<file path="config.mk">
export PLATFORM = sky130hd
export DESIGN_NAME = player_ctrl
export DESIGN_NICKNAME = d
export VERILOG_FILES = /design/src/rtl/player_ctrl.sv
export SDC_FILE = /design/constraint.sdc
export NUM_CORES = 1
export LEC_CHECK = 0
export BUFFER_PORTS_ARGS = -buffer_cell sky130_fd_sc_hd__buf_4
export CORE_ASPECT_RATIO = 0.7
export CORE_MARGIN = 2
export CORE_UTILIZATION = 40
export CTS_CLUSTER_DIAMETER = 100
export DETAILED_ROUTE_END_ITERATION = 16
export PLACE_DENSITY = 0.58
export SYNTH_ARGS = -nofsm -noshare
export SYNTH_HDL_FRONTEND = slang
export SYNTH_SLANG_ARGS = --single-unit
export TNS_END_PERCENT = 5
</file>
<file path="constraint.sdc">
create_clock -name clk -period 4.3 [get_ports clk]
set_input_delay 0.43 -clock clk [delete_from_list [all_inputs] [get_ports clk]]
set_output_delay 0.43 -clock clk [all_outputs]
set_load 0.01 [all_outputs]
</file>
<file path="src/rtl/player_ctrl.sv">
// Player ship: tick-divided clamped movement, lives/invulnerability FSM with blink, 2-stage sprite pixel pipeline.
// Pixel latency 2 cycles from i_x/i_y to o_rgb_out/o_player_on; no backpressure, one pixel accepted every cycle.
module player_ctrl #(
  parameter int FIELD_W      = 384,
  parameter int FIELD_H      = 448,
  parameter int SPR_W        = 32,
  parameter int SPR_H        = 48,
  parameter int START_X      = 192,
  parameter int START_Y      = 400,
  parameter int TICK_DIV     = 2000000,
  parameter int FAST_STEP    = 3,
  parameter int SLOW_STEP    = 1,
  parameter int LIVES        = 3,
  parameter int INVULN_TICKS = 120,
  parameter int BLINK_TICKS  = 8,
  parameter logic [11:0] TRANSP = 12'hCCC,
  parameter int ADDR_W       = $clog2(SPR_W*SPR_H) + 1
) (
  input  logic              clk,
  input  logic              reset,
  input  logic [9:0]        i_x,
  input  logic [9:0]        i_y,
  input  logic              i_ctrl_up,
  input  logic              i_ctrl_down,
  input  logic              i_ctrl_left,
  input  logic              i_ctrl_right,
  input  logic              i_ctrl_slow,
  input  logic              i_collision,
  input  logic [11:0]       i_rom_data,
  output logic [ADDR_W-1:0] o_rom_addr,
  output logic [9:0]        o_player_x,
  output logic [9:0]        o_player_y,
  output logic [11:0]       o_rgb_out,
  output logic              o_player_on,
  output logic [2:0]        o_lives,
  output logic              o_invuln,
  output logic              o_hit_pulse,
  output logic              o_game_over
);

  localparam int DIV_W = (TICK_DIV > 1) ? $clog2(TICK_DIV) : 1;
  localparam int CNT_W = $clog2(INVULN_TICKS + 1);
  localparam int OFF_W = ADDR_W - 1;
  localparam logic [DIV_W-1:0] DIV_MAX = DIV_W'(TICK_DIV - 1);

  localparam logic signed [10:0] X_MIN = 11'(SPR_W / 2);
  localparam logic signed [10:0] X_MAX = 11'(FIELD_W - SPR_W / 2);
  localparam logic signed [10:0] Y_MIN = 11'(SPR_H / 2);
  localparam logic signed [10:0] Y_MAX = 11'(FIELD_H - SPR_H / 2);
  localparam logic signed [11:0] HALF_W = 12'(SPR_W / 2);
  localparam logic signed [11:0] HALF_H = 12'(SPR_H / 2);
  localparam logic signed [11:0] SPR_W_S = 12'(SPR_W);
  localparam logic signed [11:0] SPR_H_S = 12'(SPR_H);

  typedef enum logic [1:0] {ST_ALIVE, ST_INVULN, ST_OVER} state_t;

  state_t            r_state, w_state_nxt;
  logic [DIV_W-1:0]  r_div;
  logic [CNT_W-1:0]  r_cnt, w_cnt_nxt;
  logic [9:0]        r_x, r_y, w_x_nxt, w_y_nxt;
  logic [2:0]        r_lives, w_lives_nxt;
  logic              r_hit, w_hit_nxt;
  logic              w_tick;

  logic signed [10:0] w_step, w_dx, w_dy, w_mx, w_my, w_cx, w_cy;

  logic signed [11:0] w_ox, w_oy;
  logic [OFF_W-1:0]   w_off;
  logic               w_in_box, w_hide, w_visible;
  logic [ADDR_W-1:0]  r_rom_addr;
  logic               r_in_box, r_vis1;
  logic [11:0]        r_rgb;
  logic               r_on;

  assign w_tick = (r_div == DIV_MAX);

  always_ff @(posedge clk or posedge reset) begin
    if (reset)       r_div <= '0;
    else if (w_tick) r_div <= '0;
    else             r_div <= r_div + 1'b1;
  end

  // Opposing directions cancel; 11-bit signed math lets the clamp see values below zero.
  always_comb begin
    w_step = i_ctrl_slow ? 11'(SLOW_STEP) : 11'(FAST_STEP);
    w_dx = '0;
    w_dy = '0;
    if (i_ctrl_right && !i_ctrl_left)      w_dx = w_step;
    else if (i_ctrl_left && !i_ctrl_right) w_dx = -w_step;
    if (i_ctrl_down && !i_ctrl_up)         w_dy = w_step;
    else if (i_ctrl_up && !i_ctrl_down)    w_dy = -w_step;
    w_mx = $signed({1'b0, r_x}) + w_dx;
    w_my = $signed({1'b0, r_y}) + w_dy;
    w_cx = (w_mx < X_MIN) ? X_MIN : ((w_mx > X_MAX) ? X_MAX : w_mx);
    w_cy = (w_my < Y_MIN) ? Y_MIN : ((w_my > Y_MAX) ? Y_MAX : w_my);
  end

  always_comb begin
    w_state_nxt = r_state;
    w_x_nxt     = r_x;
    w_y_nxt     = r_y;
    w_lives_nxt = r_lives;
    w_cnt_nxt   = r_cnt;
    w_hit_nxt   = 1'b0;
    case (r_state)
      ST_ALIVE: begin
        if (i_collision) begin
          // A hit wins over a coincident tick: that tick's movement is dropped.
          w_hit_nxt   = 1'b1;
          w_lives_nxt = r_lives - 3'd1;
          if (r_lives == 3'd1) begin
            w_state_nxt = ST_OVER;
          end else begin
            w_state_nxt = ST_INVULN;
            w_cnt_nxt   = CNT_W'(INVULN_TICKS);
            w_x_nxt     = 10'(START_X);
            w_y_nxt     = 10'(START_Y);
          end
        end else if (w_tick) begin
          w_x_nxt = w_cx[9:0];
          w_y_nxt = w_cy[9:0];
        end
      end
      ST_INVULN: begin
        if (w_tick) begin
          w_x_nxt = w_cx[9:0];
          w_y_nxt = w_cy[9:0];
          if (r_cnt <= CNT_W'(1)) begin
            w_cnt_nxt   = '0;
            w_state_nxt = ST_ALIVE;
          end else begin
            w_cnt_nxt = r_cnt - 1'b1;
          end
        end
      end
      ST_OVER: begin
      end
      default: w_state_nxt = ST_ALIVE;
    endcase
  end

  always_ff @(posedge clk or posedge reset) begin
    if (reset) begin
      r_state <= ST_ALIVE;
      r_x     <= 10'(START_X);
      r_y     <= 10'(START_Y);
      r_lives <= 3'(LIVES);
      r_cnt   <= '0;
      r_hit   <= 1'b0;
    end else begin
      r_state <= w_state_nxt;
      r_x     <= w_x_nxt;
      r_y     <= w_y_nxt;
      r_lives <= w_lives_nxt;
      r_cnt   <= w_cnt_nxt;
      r_hit   <= w_hit_nxt;
    end
  end

  always_comb begin
    w_ox      = $signed({2'b00, i_x}) - $signed({2'b00, r_x}) + HALF_W;
    w_oy      = $signed({2'b00, i_y}) - $signed({2'b00, r_y}) + HALF_H;
    w_in_box  = (w_ox >= 12'sd0) && (w_ox < SPR_W_S) && (w_oy >= 12'sd0) && (w_oy < SPR_H_S);
    w_off     = OFF_W'($unsigned(w_oy)) * OFF_W'(SPR_W) + OFF_W'($unsigned(w_ox));
    w_hide    = ((int'(r_cnt) / BLINK_TICKS) % 2) != 0;
    w_visible = !((r_state == ST_INVULN) && w_hide);
  end

  // Stage 1 latches the box test and ROM address; stage 2 samples the asynchronous ROM.
  always_ff @(posedge clk or posedge reset) begin
    if (reset) begin
      r_rom_addr <= '0;
      r_in_box   <= 1'b0;
      r_vis1     <= 1'b0;
      r_rgb      <= '0;
      r_on       <= 1'b0;
    end else begin
      r_rom_addr <= w_in_box ? {(r_state == ST_INVULN), w_off} : '0;
      r_in_box   <= w_in_box;
      r_vis1     <= w_visible;
      r_rgb      <= r_in_box ? i_rom_data : 12'h000;
      r_on       <= r_in_box && (i_rom_data != TRANSP) && r_vis1 && (r_state != ST_OVER);
    end
  end

  assign o_rom_addr  = r_rom_addr;
  assign o_player_x  = r_x;
  assign o_player_y  = r_y;
  assign o_rgb_out   = r_rgb;
  assign o_player_on = r_on;
  assign o_lives     = r_lives;
  assign o_invuln    = (r_state == ST_INVULN);
  assign o_hit_pulse = r_hit;
  assign o_game_over = (r_state == ST_OVER);

endmodule
</file>
# --- Word-level counts from Yosys, hierarchy flattened ---
# Cells that the tools add are included.
# W data, S select, Z words.
word_totals:
  regBits: 81
  output_inout_bits: 51
classes:
  n_addsub: 11
  magnitude_cmp: 9
  n_eq_ne: 11
  muxes: 32
  bitwise: 1
  reduce_logical: 22
ops:
  columns: ["op", "count"]
  rows:
  - ["$mux W10", 10]
  - ["$mux W11", 4]
  - ["$pmux W10 S2", 2]
  - ["$add A11 B11 Y11", 3]
  - ["$mux W7", 4]
  - ["$add A11 B6 Y12 const B", 2]
  - ["$ge A12 B1 Y1 const B", 2]
  - ["$lt A12 B7 Y1 const B", 2]
  - ["$mux W12", 2]
  - ["$gt A11 B10 Y1 const B", 2]
  - ["$lt A11 B6 Y1 const B", 2]
  - ["$sub A10 B10 Y11", 2]
  - ["$add A21 B1 Y21 const B", 1]
  - ["$eq A21 B21 Y1 const B", 1]
  - ["$mux W21", 1]
  - ["$pmux W7 S2", 1]
  - ["$ne A12 B12 Y1 const B", 1]
  - ["$logic_and A1 B1 Y1", 11]
  - ["$neg A2 Y11", 1]
  - ["$mux W2", 5]
  - ["$reduce_and A4 Y1", 2]
  - ["$le A7 B1 Y1 const B", 1]
  - ["$sub A7 B1 Y7 const B", 1]
  - ["$ne A2 B2 Y1 const B", 3]
  - ["13 further kinds", 20]

# --- Depth between registers and ports, before layout ---
depth:
  ltp_word: 11
  depth_mapped: 18
  mapped_depth_nobuf: 18

# --- Worst setup path before layout ---
# No wires, ideal clock.
synth_timing:
  kind: "flip-flop to flip-flop"
  start: "reg r_x[1], in the netlist o_player_x[1]"
  end: "reg r_rom_addr[10], in the netlist o_rom_addr[10]"
  arrival_ps: 3693
  setup_slack_ps: 506
  path_stages_with_launch: 18
  path_buffers: 1
  synth_period_minus_slack_ps: 3794
  cell_sequence: "dfrtp_1 > inv_1 > ha_1 > nor2b_1 > o31a_1 > or4b_1 > nand3_1 > and3_1 > xnor2_1 > buf_2 > inv_1 > ha_1 > a21o_1 > a21o_1 > a21oi_1 > xor2_1 > nand2_1 > nor4_1"
synth_between:
  elab_chain_len: 7
  word_cells_on_any_way: 9
  classes_between: "add/sub (3); order compare (2); mux (1); reduce/logical (3)"
synth_lines:
  columns: ["item", "line", "source"]
  rows:
  - ["start: declaration", "60", "logic [9:0] r_x, r_y, w_x_nxt, w_y_nxt;"]
  - ["start signal: assignment", "145", "r_x <= 10'(START_X);"]
  - ["start signal: assignment", "152", "r_x <= w_x_nxt;"]
  - ["$sub A10 B10 Y11 (*)", "161", "w_ox = $signed({2'b00, i_x}) - $signed({2'b00, r_x}) + HALF_W;"]
  - ["$add A11 B6 Y12 (*)", "161", null]
  - ["$ge A12 B1 Y1 / $lt A12 B7 Y1 (equally long branches)", "163", "w_in_box = (w_ox >= 12'sd0) && (w_ox < SPR_W_S) && (w_oy >= 12'sd0) && (w_oy < SPR_H_S);"]
  - ["$logic_and A1 B1 Y1 (3 in a row)", "163", null]
  - ["$mux W12 (*)", "178", "r_rom_addr <= w_in_box ? {(r_state == ST_INVULN), w_off} : '0;"]
  - ["end signal: assignment", "178", null]
  - ["end: declaration", "70", "logic [ADDR_W-1:0] r_rom_addr;"]
# Mark *: on every way between the ends. The rest lies on a longest branch, timed or not.
# A chain may end at the register's enable or synchronous reset.

# --- Worst setup path in the final report ---
# Same ends and word-level chain as after synthesis.

==> flow_summary.yaml <==
outcome:
  status: "finished clean"
critical_path:
  critical_path_class: "reg2reg"
  cp.required_ps: 4540
  critical_path.max_fanout: 5
  startpoint_type: "flip-flop"
  arrival_ps: 4280
  end_kind: "flip-flop"
synth:
  yosysTopAreaCellShare_pct: 29.2
  yosysSeqAreaShare_pct: 32.2
  synth_nets: 795
  synthCells: 691
  synth_area_leaders: "dfrtp_1 (29%), ha_1 (12%), xnor2_1 (3.5%)"
  synth_seq_cells: 81
  synth_flop_cell: "dfrtp_1"
  synth.avg_cell_area_um2: 9.16
  ys_warn_count: 0
  synthesis.area_um2: 6330
  synthArstFlopShare_pct: 100
  synth_area_leader_cell: "dfrtp_1"
  ys_types: 83
  synth_edf_count: 0
power_and_ir_drop:
  finalPower_mw: 2.20
  p_per_area_nw_per_um2: 293
  leakage_nw: 3.54
  peakVddDrop_v: 0.000157
detailed_routing:
  wirelength_mm: 15.8
  drcViolationCount: 0
  routed_via_density: 5.58
  num_vias: 5515
  first_pass_iters: 5
  drtIter0Drc: 310
  drtAntennaViolNets: 0
  wl_per_cell_um: 16.0
place:
  port_buffers: 90
  place_inst: 972
  dpl-instance-area_um2: 7220
  dp_hpwl_mm: 12.6
  gp_congestion: 0.894
  pre_cts_ws_ps: 268
timing:
  finalCriticalPeriod_ps: 4040
  hold_violations: 0
  max_slew_margin_pct: 27.5
  fin_crit_sh_pct: 93.9
  setup_tns_ps: 0
  fin_skew_ps: 8.69
  setup_viol: 0
  setup_slack_ps: 263
  drv_slew: 0
  worst_pin_slew_ps: 1080
  rsz0062_at_grt: "false"
  max_freq_ghz: 0.248
floorplan:
  rows: 38
  dieArea_um2: 16900
  die_w_um: 154
  core_region_area_um2: 15500
  io_pins: 91
  start_util_pct: 40.8
  die_y_um: 109
global_routing:
  grt_pass1_vias: 5065
  grt_pass1_wl_mm: 25.7
  gr-total-overflow: 0
  antenna_found_initial: 0
  grt_max_degree: 60
  grt_use_total_pct: 19.0
cts:
  path_clk_slew_ps: 60
  clock_sinks: 81
  cts_setup_buffers: 0
  root_buffer: "clkbuf_16"
  post_cts_resized: 0
  cts_buffer_depth: 2
  tritoncts: "yes"
  cts_buffers: 9
  hold_buffers: 0
  insertion_delay_ps: 340
  cts_max_level: 3
cells_and_area:
  drive_gt1_share_pct: 18.5
  final.fill_count: 1466
  final_cells: 988
  area_delta_synth_final_pct: 18.4
  final_cell_mix: "buf_4 (96), dfrtp_1 (74), ha_1 (59)"
  diodes: 0
  stdcell_area_um2: 7500
  mostFrequentLayoutCell: "buf_4"
  finalNetCount: 887
flow_run:
  cap_viol_max_count: 0
min_path:
  hold_path_class: "in2async"
## critical path: stages (launching register included)
cell     delay, ps
dfrtp_1        440
inv_1          100
ha_1           270
nor2b_1        140
o31a_1         280
or4b_1         470
nand3_1        230
ha_1           300
xnor2_2        180
inv_1          130
ha_1           300
a21o_1         160
a21o_1         190
a21o_1         180
a21oi_1        170
xor2_1         170
nand2_1         60
nor4_1         160
## power breakdown
part	total (mW)	internal (mW)	switching, mW
clock network	0.710	0.392	0.318
registers	0.788	0.775	0.0137
logic	0.700	0.293	0.407
## cells in the mapped netlist (16+ instances only)
| library cell | n |
|---|---|
| o21ai_0 | 35 |
| nor2_1 | 49 |
| xnor2_1 | 25 |
| and2_1 | 16 |
| inv_1 | 58 |
| xor2_1 | 24 |
| nor3_1 | 24 |
| a21oi_1 | 42 |
| ha_1 | 59 |
| dfrtp_1 | 74 |
| nand2_1 | 36 |
## layer usage
| metal | GRT usage (%) | routed length (um) |
|---|---|---|
| met1 | 29.1 | 8440 |
| met2 | 27.5 | 6310 |
| met3 | 4.17 | 966 |
| met4 | 3.17 | 72 |
| met5 | 0 | 0 |
## logic make-up (layout without fill, tap and decap cells)
| kind of cell | Yosys count | count (layout) | share of synthesized area (%) |
|---|---|---|---|
| AOI/OAI and AO/OA | 178 | 178 | 19.3 |
| DFF | 81 | 81 | 32.2 |
| muxes | 7 | 7 | 1.13 |
| xor gates and xnor gates | 51 | 51 | 7.39 |
| and+or+nand+nor | 237 | 237 | 22.1 |
| adders and majority gates | 64 | 64 | 13.2 |
| buffers and inverters | 73 | 170 | 4.68 |
## worst paths after layout
check | startpoint | to | slack, ps | cells past startpoint
max | o_player_x[1] | o_rom_addr[10] | 260 | 17
min | reset | o_rgb_out[0] | 310 | 2
max reg2reg | o_player_x[1] | o_rom_addr[10] | 260 | 17
min reg2reg | r_div[4] | r_div[4] | 490 | 1
max in group asynchronous | reset | o_player_x[6] | 3090 | 3
min in group clk | i_rom_data[10] | o_rgb_out[10] | 320 | 2
## area by class of cell
type	count	area (um^2)	area share [%]
well taps	200	250	3.34
inverters	58	219	2.92
flip-flops and latches	81	2040	27.2
clock buffers	10	229	3.05
clock inverters	6	42.5	0.568
repair buffers	96	721	9.61
multi-input cells	537	4000	53.3
## sequential cells by signal (all words and copies together) (netlist names), 2 cells and up
| signal | cells |
|---|---|
| r_div | 21 |
| o_rgb_out | 12 |
| o_rom_addr | 12 |
| o_player_x | 10 |
| o_player_y | 10 |
| r_cnt | 7 |
| o_lives | 3 |
| r_state | 2 |
## stage by stage
stage	util (%)	hold WS, ps
floorplan	-	448
global placement	46.6	477
detailed placement	46.6	477
CTS	48.4	307
global route	48.4	313
finish	48.4	308
No activity file was read; power rests on OpenSTA's default activity.
